## config.mk

```make
export PLATFORM = sky130hd
export DESIGN_NAME = fifo_wr_arb
export DESIGN_NICKNAME = d
export VERILOG_FILES = /design/src/rtl/fifo_wr_arb.sv
export SDC_FILE = /design/constraint.sdc
export NUM_CORES = 1
export LEC_CHECK = 0
export ABC_AREA = 0
export CAP_MARGIN = 20
export CORE_AREA = 5 5 66 68
export DETAILED_ROUTE_END_ITERATION = 7
export DIE_AREA = 0 0 71 73
export DONT_BUFFER_PORTS = 1
export SYNTH_ARGS = -nofsm -noshare
export SYNTH_HDL_FRONTEND = slang
export SYNTH_SLANG_ARGS = --single-unit
```

## constraint.sdc

```tcl
create_clock -name clk -period 2.45 [get_ports clk]
set_clock_uncertainty 0.15 [all_clocks]
set_input_delay 0.735 -clock clk [delete_from_list [all_inputs] [get_ports clk]]
set_output_delay 0.735 -clock clk [all_outputs]
set_load 0.02 [all_outputs]
```

## src/rtl/fifo_wr_arb.sv

```systemverilog
// rtl/fifo_wr_arb.sv - packet-granular round-robin arbiter for one FIFO write port
// Define FIFO_WR_ARB_PRIO_EN to give requester 0 strict priority at arbitration time.
module fifo_wr_arb #(
  parameter int NUM_REQ    = 4,
  parameter int DATA_WIDTH = 32,
  localparam int ID_WIDTH  = $clog2(NUM_REQ)
) (
  input  logic                          clk,
  input  logic                          rst,
  input  logic [NUM_REQ-1:0]            req_valid,
  input  logic [NUM_REQ*DATA_WIDTH-1:0] req_data,
  input  logic [NUM_REQ-1:0]            req_last,
  output logic [NUM_REQ-1:0]            req_ready,
  output logic                          fifo_wr_en,
  output logic [DATA_WIDTH-1:0]         fifo_wr_data,
  input  logic                          fifo_full,
  output logic [ID_WIDTH-1:0]           grant_id,
  output logic                          busy
);

  typedef enum logic {IDLE, BURST} state_t;

  state_t              state, state_nxt;
  logic [ID_WIDTH-1:0] rr_ptr;
  logic [ID_WIDTH-1:0] win_id;
  logic                win_found;
  logic                last_xfer;

  // Search starts one past the previous packet owner so every valid requester gets a turn.
  always_comb begin
    win_id    = '0;
    win_found = 1'b0;
`ifdef FIFO_WR_ARB_PRIO_EN
    if (req_valid[0]) begin
      win_found = 1'b1;
    end
`endif
    for (int i = 1; i <= NUM_REQ; i++) begin
      if (!win_found && req_valid[(int'(rr_ptr) + i) % NUM_REQ]) begin
        win_id    = ID_WIDTH'((int'(rr_ptr) + i) % NUM_REQ);
        win_found = 1'b1;
      end
    end
  end

  always_comb begin
    state_nxt    = state;
    req_ready    = '0;
    fifo_wr_en   = 1'b0;
    fifo_wr_data = '0;
    busy         = 1'b0;
    last_xfer    = 1'b0;
    case (state)
      IDLE: begin
        if (win_found) begin
          state_nxt = BURST;
        end
      end
      BURST: begin
        busy                = 1'b1;
        req_ready[grant_id] = !fifo_full;
        fifo_wr_en          = req_valid[grant_id] & !fifo_full;
        fifo_wr_data        = req_data[int'(grant_id)*DATA_WIDTH +: DATA_WIDTH];
        last_xfer           = fifo_wr_en & req_last[grant_id];
        if (last_xfer) begin
          state_nxt = IDLE;
        end
      end
      default: state_nxt = IDLE;
    endcase
  end

  always_ff @(posedge clk or posedge rst) begin
    if (rst) begin
      state    <= IDLE;
      grant_id <= '0;
      rr_ptr   <= ID_WIDTH'(NUM_REQ - 1);
    end else begin
      state <= state_nxt;
      if (state == IDLE && win_found) begin
        grant_id <= win_id;
      end
`ifdef FIFO_WR_ARB_PRIO_EN
      // Requester 0 sits outside the rotation, so its packets leave the pointer alone.
      if (last_xfer && grant_id != '0) begin
        rr_ptr <= grant_id;
      end
`else
      if (last_xfer) begin
        rr_ptr <= grant_id;
      end
`endif
    end
  end

endmodule

```

==> impl_summary.md, run 1 <==
Run status
The run finished, with violations left. The checks that failed: negative setup slack.

CTS
The clock tree root buffer cell is sky130_fd_sc_hd__clkbuf_8. The post-CTS setup buffer count is 0. Buffers inserted during clock tree synthesis total 3. The clock slew at the register clock pins of the worst setup and hold paths is approximately 30 ps. CTS built an H-tree with a depth of 1. The maximum root-to-sink buffer count is 2. The number of gates given a new drive strength after cts is 0. The number of sinks driven by the clock tree is 5. The count of hold-fix buffers inserted at cts is 0. The clock latency on the worst-skew pair is 220 ps. TritonCTS built the clock tree.

Global route
After global routing the overflow that remains totals 0. The via count of the first global-routing pass is 1,177. The number of antenna violations at the first check in global routing came to 6. The first global-routing pass estimated 6.88 mm of wire.

Global routing used 17.3% of the available tracks across all layers. The pin count of the biggest net entering global routing is 24.

Place
Detailed placement finished with a half-perimeter wire length of 4.49 mm. The final weighted congestion in routability-driven placement is roughly 0.88. The number of input and output port buffers inserted is 0.

Drt
The total wirelength of the detailed-routed design is 4.99 mm. The final route contains 1,144 vias. After detailed routing, the number of remaining DRC violations is 0.

The length of the first detailed-routing pass in iterations is 3. The routed via count divided by cell count is between 6 and 7. In the final routed layout, each cell accounts on average for 28.7 µm. The detail route stage leaves a number of antenna-violating nets equal to 0.

The count of routing violations after the opening detailed-route iteration is 31.

Floorplan
Once the floorplan was initialized, standard cells occupied 36.3% of the core. The floorplan has 23 rows. The die height is 73 µm. From left edge to right edge, the die measures 71 µm.

The number of top-level pins is 179. The die footprint is 5180 µm². The area of the placeable core is 3800 µm².

Critical path
The required time of the worst setup path is between 1500 and 2000 ps. The critical path start-end classification is reg2out. The slowest cell on the critical path is sky130_fd_sc_hd__mux4_2.

Walking the worst path, the cells encountered are buf_12 > mux4_2 > and2_1. Of all nets on the critical path, the largest fanout is 19. The largest incremental delay on the critical path is 520 ps.

Data arrives at the worst endpoint at 1600 ps. The kind of start point of the critical path is a register. The type of element capturing the critical path is an output pin.

Yosys
The cell count after synthesis came out at between 100 and 150. For this run, asynchronously set or reset flops after synthesis account for between 90% and 100%. The synthesized netlist occupies a cell area of 1380 µm². For this run, the register share of the synthesized area comes to 9.25%.

The post-synth net total is about 260. The number of flops mapped to enable cells by yosys is 0. The mean cell area of the mapped netlist is 11.7 µm². The most used flip-flop cell after synthesis is sky130_fd_sc_hd__dfrtp_1. The number of warnings reported in the yosys synthesis log is 0. After synthesis the netlist holds a flip-flop and latch count of 5. The number of different library cells in the post-synthesis netlist is 26.

Finish
The most common cell after layout, fill and taps aside is sky130_fd_sc_hd__mux4_2. The area growth from synthesis to layout is 11.9%. After the last flow step, the layout net total stands at 262. In the layout the commonest cells are sky130_fd_sc_hd__mux4_2, sky130_fd_sc_hd__and2_1, sky130_fd_sc_hd__buf_4. In the final layout, the share of cells above drive strength 1 is 46.7%.

Timing
The max-slew violation count is 0. For the pin with the worst max-slew slack, the measured transition is 404 ps. The hold violation count in the final report is 0.

The maximum clock frequency is 403 MHz. The smallest hold slack is 150 ps. The ratio of final minimum period to clock period is 101%. In the post-route analysis, the smallest setup slack over all paths is -33.2 ps. Setup violations remaining at the end of the flow were counted as 22.

Counting I/O delays and the setup requirement, the final critical path takes 2480 ps. The worst pin sits at a relative slew slack of 72.8%. Setup repair after global routing could not meet its margin everywhere.

Power and ir drop
The analysis attributes to cell leakage a power of 0.000548 µW. Net switching is 52.3% of the power. The overall power consumption is 2290 µW. The fraction of power consumed by combinational cells is 85.2%. The maximum VDD drop is around 0.74 mV. In this run the power spent charging and discharging nets is around 1200 µW. The total power density per cell area is between 1000 and 1500 nW/µm². The clock network power share is under 10%. Sequential cells burn 8.3% of the power. Internal power comes to 1090 µW.

Min path
The path type of the worst min-delay path is in2async.

Run
The number of max-capacitance violations reported is 0.
[state kept, by name, summed over array words and instances (netlist names)]
register	count
state	1
grant_id	2
rr_ptr	2
[synth_stat cells, drive strengths merged (3+ instances only)]
cell / n / area (µm²)
and2: 32 / 200
buf: 11 / 63.8
dfrtp: 3 / 75.1
inv: 5 / 18.8
mux2i: 3 / 30.0
mux4: 33 / 743
nor2: 8 / 30.0
[worst paths after layout]
| check | from | end | slack, ps | cells past startpoint |
|---|---|---|---|---|
| worst min-delay path | rst | state | 150 | 1 |
| worst min register to register | rr_ptr[1] | grant_id[1] | 450 | 2 |
| worst max register to register | grant_id[0] | rr_ptr[1] | 510 | 5 |
| min in group clk | rr_ptr[1] | grant_id[1] | 450 | 2 |
| worst max-delay path | grant_id[0] | fifo_wr_data[21] | -30 | 3 |
| max in group asynchronous | rst | rr_ptr[0] | 1760 | 1 |
[worst max-delay path: cells and delay by family (launching register included)]
kind,cells,cell delay (ps)
buf+inv,1,210
simple gates,1,250
flops,1,400
mux,1,520
[power groups by stage]
stage | Clock [µW] | Combinational, µW | Sequential, µW
floorplan | 0 | 1680 | 211
global placement | 0 | 1940 | 187
detailed placement | 0 | 1970 | 190
CTS | 151 | 1970 | 189
global route | 163 | 2080 | 199
finish | 149 | 1950 | 189
[logic make-up (layout without fill, tap and decap cells)]
logic type / Yosys count / in the layout / synth area share [%]
and+or+nand+nor: 49 / 49 / 21.2
DFF: 5 / 5 / 9.25
AOI/OAI and AO/OA: 10 / 10 / 5.89
buffers and inverters: 16 / 20 / 5.98
other: 0 / 2 / 0
muxes: 38 / 38 / 57.7
[stage by stage]
stage	utilization [%]	instance area [µm²]	TNS [ps]	instances	setup WS, ps
detailed placement	39.2	1490	0	168	123
finish	40.6	1540	-340	174	-33.2
global route	40.6	1540	-2160	174	-90.8
CTS	40.4	1530	-588	172	-38.7
global placement	39.2	1490	0	168	129
floorplan	-	1390	0	118	49.7
[cell type report]
class	instances	area [µm²]
fillers	372	2250
multi-input cells	97	1170
flip-flops and latches	5	130
repair buffers	11	108
well taps	50	62.6
clock buffers	4	45.0
inverters	5	18.8
diodes	2	5.00
[routing by layer]
metal  wire length, µm  global-route usage (%)  up-vias
li1                  -                       -      479
met1              1480                    16.8      555
met2              2620                    30.1       90
met3               819                    13.4       12
met4                27                    2.09        8
met5                48                       0        -
No activity file was read; power rests on OpenSTA's default activity.
==> run 2, diff against run 1 <==
--- a/config.mk
+++ b/config.mk
@@ -8,6 +8,7 @@
 export ABC_AREA = 0
 export CAP_MARGIN = 20
 export CORE_AREA = 5 5 66 68
+export CTS_CLUSTER_DIAMETER = 150
 export DETAILED_ROUTE_END_ITERATION = 7
 export DIE_AREA = 0 0 71 73
 export DONT_BUFFER_PORTS = 1
==> results of run 2 <==
Final layout, timing and power as in run 1 (identical DEF).
